File: src/rtl/qracc_psum_accumulator.sv
// Bit-plane shift-and-add accumulator for QR tile columns: thermometer ADC decode,
// per-column signed saturating partial sums, one-entry valid/ready result register.
module qracc_psum_accumulator #(
  parameter int numCols    = 8,
  parameter int numAdcBits = 4,
  parameter int numInBits  = 8,
  parameter int accBits    = 16,
  localparam int compCount = 2**numAdcBits - 1,
  localparam int cntBits   = $clog2(numInBits + 1)
) (
  input  logic                         CLK,
  input  logic                         nRST,
  input  logic [compCount*numCols-1:0] ADC_OUT,
  input  logic                         in_valid,
  output logic                         in_ready,
  input  logic                         in_first,
  input  logic                         in_last,
  input  logic                         in_signed,
  output logic [numCols*accBits-1:0]   RESULT,
  output logic                         out_valid,
  input  logic                         out_ready,
  output logic [cntBits-1:0]           plane_cnt,
  output logic                         err,
  output logic                         sat
);

  localparam int WW = accBits + 2;
  localparam logic signed [WW-1:0] ACC_MAX = (WW'(1) <<< (accBits - 1)) - WW'(1);
  localparam logic signed [WW-1:0] ACC_MIN = -(WW'(1) <<< (accBits - 1));
  localparam logic signed [WW-1:0] V_OFFSET = WW'(2**(numAdcBits - 1));

  typedef enum logic {IDLE, ACCUM} state_t;

  state_t                     state_q, state_d;
  logic signed [accBits-1:0]  acc_q [numCols];
  logic signed [accBits-1:0]  acc_d [numCols];
  logic signed [WW-1:0]       pop   [numCols];
  logic signed [WW-1:0]       v     [numCols];
  logic signed [WW-1:0]       sum   [numCols];
  logic [cntBits-1:0]         cnt_d;
  logic                       sat_run_q, sat_run_d;
  logic                       err_d;
  logic                       complete;
  logic                       accept;

  assign in_ready = !out_valid || out_ready;
  assign accept   = in_valid && in_ready;

  // Popcount rather than priority decode so comparator bubbles do not cause large errors.
  always_comb begin
    for (int j = 0; j < numCols; j++) begin
      pop[j] = '0;
      for (int k = 0; k < compCount; k++)
        pop[j] = pop[j] + WW'(ADC_OUT[j*compCount + k]);
      v[j] = pop[j] - V_OFFSET;
    end
  end

  always_comb begin
    state_d   = state_q;
    cnt_d     = plane_cnt;
    sat_run_d = sat_run_q;
    err_d     = 1'b0;
    complete  = 1'b0;
    for (int j = 0; j < numCols; j++) begin
      acc_d[j] = acc_q[j];
      sum[j]   = (WW'(acc_q[j]) <<< 1) + v[j];
    end

    if (accept) begin
      if (in_first) begin
        err_d     = (state_q == ACCUM);
        sat_run_d = 1'b0;
        cnt_d     = cntBits'(1);
        for (int j = 0; j < numCols; j++)
          acc_d[j] = accBits'(in_signed ? -v[j] : v[j]);
        if (in_last) begin
          complete = 1'b1;
          state_d  = IDLE;
          cnt_d    = '0;
        end else begin
          state_d  = ACCUM;
        end
      end else if (state_q == IDLE) begin
        err_d = 1'b1;
      end else if (plane_cnt == cntBits'(numInBits)) begin
        // A plane beyond the maximum depth cannot be weighted correctly: abort.
        err_d   = 1'b1;
        state_d = IDLE;
        cnt_d   = '0;
      end else begin
        cnt_d = plane_cnt + cntBits'(1);
        for (int j = 0; j < numCols; j++) begin
          if (sum[j] > ACC_MAX) begin
            acc_d[j]  = ACC_MAX[accBits-1:0];
            sat_run_d = 1'b1;
          end else if (sum[j] < ACC_MIN) begin
            acc_d[j]  = ACC_MIN[accBits-1:0];
            sat_run_d = 1'b1;
          end else begin
            acc_d[j]  = sum[j][accBits-1:0];
          end
        end
        if (in_last) begin
          complete = 1'b1;
          state_d  = IDLE;
          cnt_d    = '0;
        end
      end
    end
  end

  always_ff @(posedge CLK or negedge nRST) begin
    if (!nRST) begin
      state_q   <= IDLE;
      plane_cnt <= '0;
      sat_run_q <= 1'b0;
      err       <= 1'b0;
      out_valid <= 1'b0;
      sat       <= 1'b0;
      RESULT    <= '0;
      for (int j = 0; j < numCols; j++) acc_q[j] <= '0;
    end else begin
      state_q   <= state_d;
      plane_cnt <= cnt_d;
      sat_run_q <= sat_run_d;
      err       <= err_d;
      for (int j = 0; j < numCols; j++) acc_q[j] <= acc_d[j];
      if (complete) begin
        out_valid <= 1'b1;
        sat       <= sat_run_d;
        for (int j = 0; j < numCols; j++) RESULT[j*accBits +: accBits] <= acc_d[j];
      end else if (out_valid && out_ready) begin
        out_valid <= 1'b0;
        sat       <= 1'b0;
      end
    end
  end

endmodule

File: config.mk
export PLATFORM = sky130hd
export DESIGN_NAME = qracc_psum_accumulator
export DESIGN_NICKNAME = d
export VERILOG_FILES = /design/src/rtl/qracc_psum_accumulator.sv
export SDC_FILE = /design/constraint.sdc
export NUM_CORES = 1
export LEC_CHECK = 0
export ABC_CLOCK_PERIOD_IN_PS = 3220
export CORE_MARGIN = 2
export CORE_UTILIZATION = 35
export DETAILED_ROUTE_END_ITERATION = 8
export SKIP_LAST_GASP = 1
export SYNTH_ARGS = -nofsm -noshare
export SYNTH_HDL_FRONTEND = slang
export SYNTH_SLANG_ARGS = --single-unit
File: constraint.sdc
create_clock -name CLK -period 3.22 [get_ports CLK]
set_clock_uncertainty 0.15 [all_clocks]
set_input_delay 0.644 -clock CLK [delete_from_list [all_inputs] [get_ports CLK]]
set_output_delay 0.644 -clock CLK [all_outputs]
set_load 0.03 [all_outputs]
Word-level counts from Yosys, hierarchy flattened
Index checks and enable logic that the tools add are counted.

Reductions and logical operators: 7. $lt $le $gt $ge: 16. Add/subtract/negate cells: 137. Equal/unequal tests: 1. Mux-type cells: 69.

Operators by type and width (number): 128-bit two-way mux (4); 16-bit two-way mux (24); 17-bit by 16-bit adder with 18-bit output (8); 18-bit by 16-bit > comparator with 1-bit output (second input constant) (8); 18-bit by 16-bit < comparator with 1-bit output (second input constant) (8); 16-bit negation (8); 15-bit by 4-bit subtractor with 16-bit output (second input constant) (8); 14-bit by 1-bit adder with 15-bit output (8); 13-bit by 1-bit adder with 14-bit output (8); 12-bit by 1-bit adder with 13-bit output (8); 11-bit by 1-bit adder with 12-bit output (8); 10-bit by 1-bit adder with 11-bit output (8); 9-bit by 1-bit adder with 10-bit output (8); 8-bit by 1-bit adder with 9-bit output (8); 7-bit by 1-bit adder with 8-bit output (8); 6-bit by 1-bit adder with 7-bit output (8); 5-bit by 1-bit adder with 6-bit output (8); 4-bit by 1-bit adder with 5-bit output (8); 1-bit two-way mux (37); 3-bit by 1-bit adder with 4-bit output (8); 2-bit by 1-bit adder with 3-bit output (8); 1-bit by 1-bit adder with 2-bit output (8); 4-bit two-way mux (4); 4-bit by 1-bit adder with 4-bit output (second input constant) (1); 6 further kinds (8).

Input bits: 127. Logic and storage cells: 245. Register bits: 265. Output and inout port bits: 136.

Longest topological paths before layout
Word-level depth: 38. Depth in mapped cells: 24. Gate-level depth less buffers: 22.

Worst setup path before layout
No wires, ideal clock.

Path type: input port to flip-flop. Start point: in ADC_OUT[15]. End point: reg RESULT[30]. Setup time: 125 ps. Slack: -3489 ps. Buffers on the path: 0. Required time: 2945 ps. Stages on the path: 19. Data arrival time: 6434 ps. Cells stage by stage: inv_1 -> fa_1 -> fa_1 -> fa_1 -> fa_1 -> fa_1 -> fa_1 -> fa_1 -> inv_1 -> fa_1 -> a211oi_1 -> o21ai_0 -> o211a_1 -> o22ai_1 -> o21ai_1 -> a21oi_1 -> nor2_1 -> o22a_1 -> mux2_2.

RTL lines: start, declared (RTL line 13) `input logic [compCount*numCols-1:0] ADC_OUT,`; end signal, assigned (RTL line 121) `RESULT <= '0;`; end, declared (RTL line 19) `output logic [numCols*accBits-1:0] RESULT,`.

Worst setup path after layout
Start point: in ADC_OUT[60]. End point: reg RESULT[67].

Cells in the longest elaborated chain, start to end: 23. Elaborated cells on any way between the ends: 26. Classes of those cells: 17 x add/sub; 2 x order compare; 7 x mux.

RTL lines: 1-bit by 1-bit adder with 2-bit output * (RTL line 54) `pop[j] = pop[j] + WW'(ADC_OUT[j*compCount + k]);`; 2-bit by 1-bit adder with 3-bit output * (RTL line 54); 3-bit by 1-bit adder with 4-bit output * (RTL line 54); 4-bit by 1-bit adder with 5-bit output * (RTL line 54); 5-bit by 1-bit adder with 6-bit output * (RTL line 54); 6-bit by 1-bit adder with 7-bit output * (RTL line 54); 7-bit by 1-bit adder with 8-bit output * (RTL line 54); 8-bit by 1-bit adder with 9-bit output * (RTL line 54); [... 7 more ...]; 17-bit by 16-bit adder with 18-bit output (RTL line 67) `sum[j] = (WW'(acc_q[j]) <<< 1) + v[j];`; 18-bit by 16-bit < comparator with 1-bit output (RTL line 97) `end else if (sum[j] < ACC_MIN) begin`; 16-bit two-way mux (RTL line 97); 16-bit two-way mux (RTL line 94) `if (sum[j] > ACC_MAX) begin`; 128-bit two-way mux (RTL line 86) `end else if (plane_cnt == cntBits'(numInBits)) begin`; 128-bit two-way mux (RTL line 84) `end else if (state_q == IDLE) begin`; 128-bit two-way mux * (RTL line 71) `if (in_first) begin`; 128-bit two-way mux * (RTL line 70) `if (accept) begin`.

Mark *: on every way between the ends. The rest lies on a longest branch, timed or not. A chain may end at the register's enable or synchronous reset.

==> flow_summary.yaml <==
run_status:
  status: "complete, but fails checks"
  violations: "negative setup slack"
worst_hold_path:
  hold_depth: 2
  min_path_type: "reg2reg"
  min_to: "RESULT[1]$_DFFE_PN0P_"
  hp-start: "RESULT[1]$_DFFE_PN0P_"
synth:
  ys_seq_elements: 265
  syn-num-nets: 2927
  synth.distinct_cells: 93
  ys_seq_area_share_pct: 30.3
  synth_top_area_cell: "dfrtp_1"
  synth_ff_type: "dfrtp_1"
  syn_area_per_cell_sq_um: 8.59
  synth_area_leaders: "dfrtp_1, ha_1, fa_1, a21oi_1, o21ai_0"
  ys_async_sr_fraction_pct: 100
  synth_edf_count: 0
  yosys_warnings: 0
  synth_area_sq_mm: 0.0219
  syn_inst: 2550
  synth_top_area_share_pct: 30.3
sta:
  hold_ws_ns: 0.316
  hold_viol: 0
  rsz0062_at_grt: "true"
  fin_ws_ns: -3.05
  post-route-period-util_pct: 195
  tightest_slew_ns: 0.642
  setup_violations: 258
  slew-limit-headroom_pct: 57.2
  fmax_mhz: 159
  slew_viol_final: 0
  fin_crit_ns: 6.27
setup_path:
  path_class: "in2reg"
  r2r-end: "RESULT[67]$_DFFE_PN0P_"
  crit_slowest_cell: "fa_1"
  path_max_fanout: 5
  crit_chain: "buf_6, fa_1, inv_1, fa_1, fa_1, fa_1, fa_2, fa_2, fa_2, fa_2, nor2b_4, o2111ai_2, and3_4, o41a_1, xnor2_1, o211ai_1, buf_4, a21bo_4, a221oi_2, nor2_1"
  crit_family: "adder cells"
  start_kind: "input pin"
  cp-end-kind: "flip-flop"
  cp.buffers_inverters: 3
  reg2reg_depth: 13
  rrSetupSlack_ns: -0.12
  cp.required_ns: 3.50
  slowest_delay_ns: 0.53
  cp.arrival_ns: 6.55
  r2r_start: "acc_q[48]$_DFF_PN0_"
finish:
  fin_cells: 4305
  drive_gt1_share_pct: 40.8
  layout.nets: 3821
  num_antenna_cells: 0
  area_delta_synth_final_pct: 62.4
  stdcell_area_sq_mm: 0.0356
  fillCellCount: 5337
place:
  dp_slack_ns: -4.30
  hpwl_mm: 59.0
  placedCellCount: 4120
  place_area_sq_mm: 0.0307
  gp_congestion: 0.915
  port_buffers: 262
routing:
  ant_nets: 0
  finalWirelength_mm: 81.0
  vias: 22600
  viasPerCell: 5.24
  routed.top_layer: "met5"
  dr.first_iter.drc_count: 1178
  met3WireLength_mm: 3.74
  firstDrtPassIters: 5
  wl_met2_mm: 39.2
  drt-met1-wl_mm: 35.6
  avgRoutedWirePerCell_um: 18.8
  drc: 0
grt:
  grt_util_all_layers_pct: 24.5
  antenna_found_initial: 1
  grt_max_degree: 72
  grt_pass1_wl_mm: 126
  grt_pass1_vias: 23500
  grt_overflow: 0
floorplanning:
  die_x_um: 254
  dieArea_sq_mm: 0.0646
  num_io_pins: 263
  core_area_sq_mm: 0.0618
  row_count: 91
  start_util_pct: 35.4
  die_h_um: 254
clock_network:
  cts_root_buf: "clkbuf_16"
  cts_buffers: 35
  clkLatencyLatePin_ns: 0.55
  clk_pin_slew_ns: 0.06
  clk_path_buf_depth: 3
  h-tree-depth: 2
  cts.sinks: 265
  cts_tree: "done"
job:
  drv_cap: 0
## final cells by class
class                   instances  area [sq um]  share of cell area, %
flip-flops and latches        265          6630                   18.6
inverters                     235           905                   2.54
repair buffers                952          8320                   23.4
well taps                     837          1050                   2.94
clock buffers                  44          1010                   2.84
multi-input cells            1955         17500                   49.1
clock inverters                17           188                  0.527
## cells in the mapped netlist (8+ instances only)
cell,count
mux2i_1,15
nor2_1,209
inv_1,234
xor2_1,31
o211ai_1,25
a221oi_1,8
nor3_1,29
mux2_2,56
a211oi_1,28
nand2b_1,27
nor2b_1,30
a211o_1,9
dfrtp_1,265
nand4_1,11
o21bai_1,16
o22a_1,9
o2111ai_1,9
ha_1,154
fa_1,96
o22ai_1,24
nand3_1,50
nand2_1,253
buf_2,14
a21o_1,47
clkbuf_1,71
xnor2_1,74
a31oi_1,31
o31ai_1,14
or3_1,14
a21oi_1,245
o21a_1,36
and2_1,15
and3_1,17
buf_1,11
a31o_2,12
o21ai_0,209
o21ai_1,20
## kinds of logic (layout without fill, tap and decap cells)
kind of cell / count (synthesis) / in the layout / share of synthesized area (%)
compound gates: 828 / 829 / 24.0
xor+xnor: 105 / 105 / 4.20
fa+ha+maj: 250 / 250 / 17.6
buf+inv: 332 / 1248 / 5.79
flops: 265 / 265 / 30.3
mux: 71 / 71 / 3.56
simple gates: 699 / 700 / 14.6
## worst max path at each step
stage,start,cells after the start,to
floorplan,ADC_OUT[30],20,RESULT[43]$_DFFE_PN0P_
global placement,ADC_OUT[39],19,RESULT[33]$_DFFE_PN0P_
detailed placement,ADC_OUT[5],24,sat$_DFFE_PN0P_
CTS,ADC_OUT[60],22,RESULT[70]$_DFFE_PN0P_
global route,ADC_OUT[60],22,sat$_DFFE_PN0P_
finish,ADC_OUT[60],20,RESULT[67]$_DFFE_PN0P_
## metrics by stage
step	TNS (ns)	util, %
after global placement	-981.16	49.6
after CTS	-727.85	54.8
after floorplan	-772.36	-
after detailed placement	-1002.76	49.6
after global routing	-772.67	57.6
final	-727.29	57.6
## what timing repair did
item,CTS,global route
endpoints found under the hold margin,57,0
buffers inserted,84,59
setup endpoints to repair,258,258
gates cloned,5,1
pin swaps,259,254
hold buffers,1,0
resized for setup,505,309
## flip-flops by register name (all words and copies together), names as in the netlist
register	count
err	1
out_valid	1
sat	1
acc_q	128
RESULT	128
plane_cnt	4
sat_run_q	1
state_q	1
## cell usage in the layout (no fill, tap or decap), drive strengths merged, types with 16 or more instances in the layout
| cell type | count |
|---|---|
| a211oi | 29 |
| a21o | 47 |
| a21oi | 247 |
| a31oi | 32 |
| and3 | 17 |
| buf | 738 |
| clkbuf | 46 |
| clkdlybuf4s50 | 211 |
| dfrtp | 265 |
| fa | 96 |
| ha | 154 |
| inv | 237 |
| mux2 | 56 |
| nand2 | 254 |
| nand2b | 27 |
| nand3 | 50 |
| nor2 | 212 |
| nor2b | 30 |
| nor3 | 30 |
| o211ai | 25 |
| o21a | 36 |
| o21ai | 230 |
| o21bai | 16 |
| o22ai | 24 |
| o31ai | 16 |
| xnor2 | 74 |
| xor2 | 31 |
## worst reg2reg max path, cell delays in order (launching register included)
cell and delay (ns):
dfrtp_1 0.36, ha_1 0.17, inv_1 0.06, fa_2 0.39
nor2b_4 0.13, o2111ai_2 0.16, and3_4 0.19, o41a_1 0.38
xnor2_1 0.16, o211ai_1 0.26, buf_4 0.21, a21bo_4 0.25
a221oi_2 0.27, nor2_1 0.08
## per-layer routing
metal,track usage [%],up-vias
met4,7.43,2
met1,31.9,11100
met3,3.61,144
met5,0,-
met2,41.9,501
li1,-,10800
Power is not shown: default switching activity piles up to over one toggle a cycle in this logic, so the estimate is an artifact.
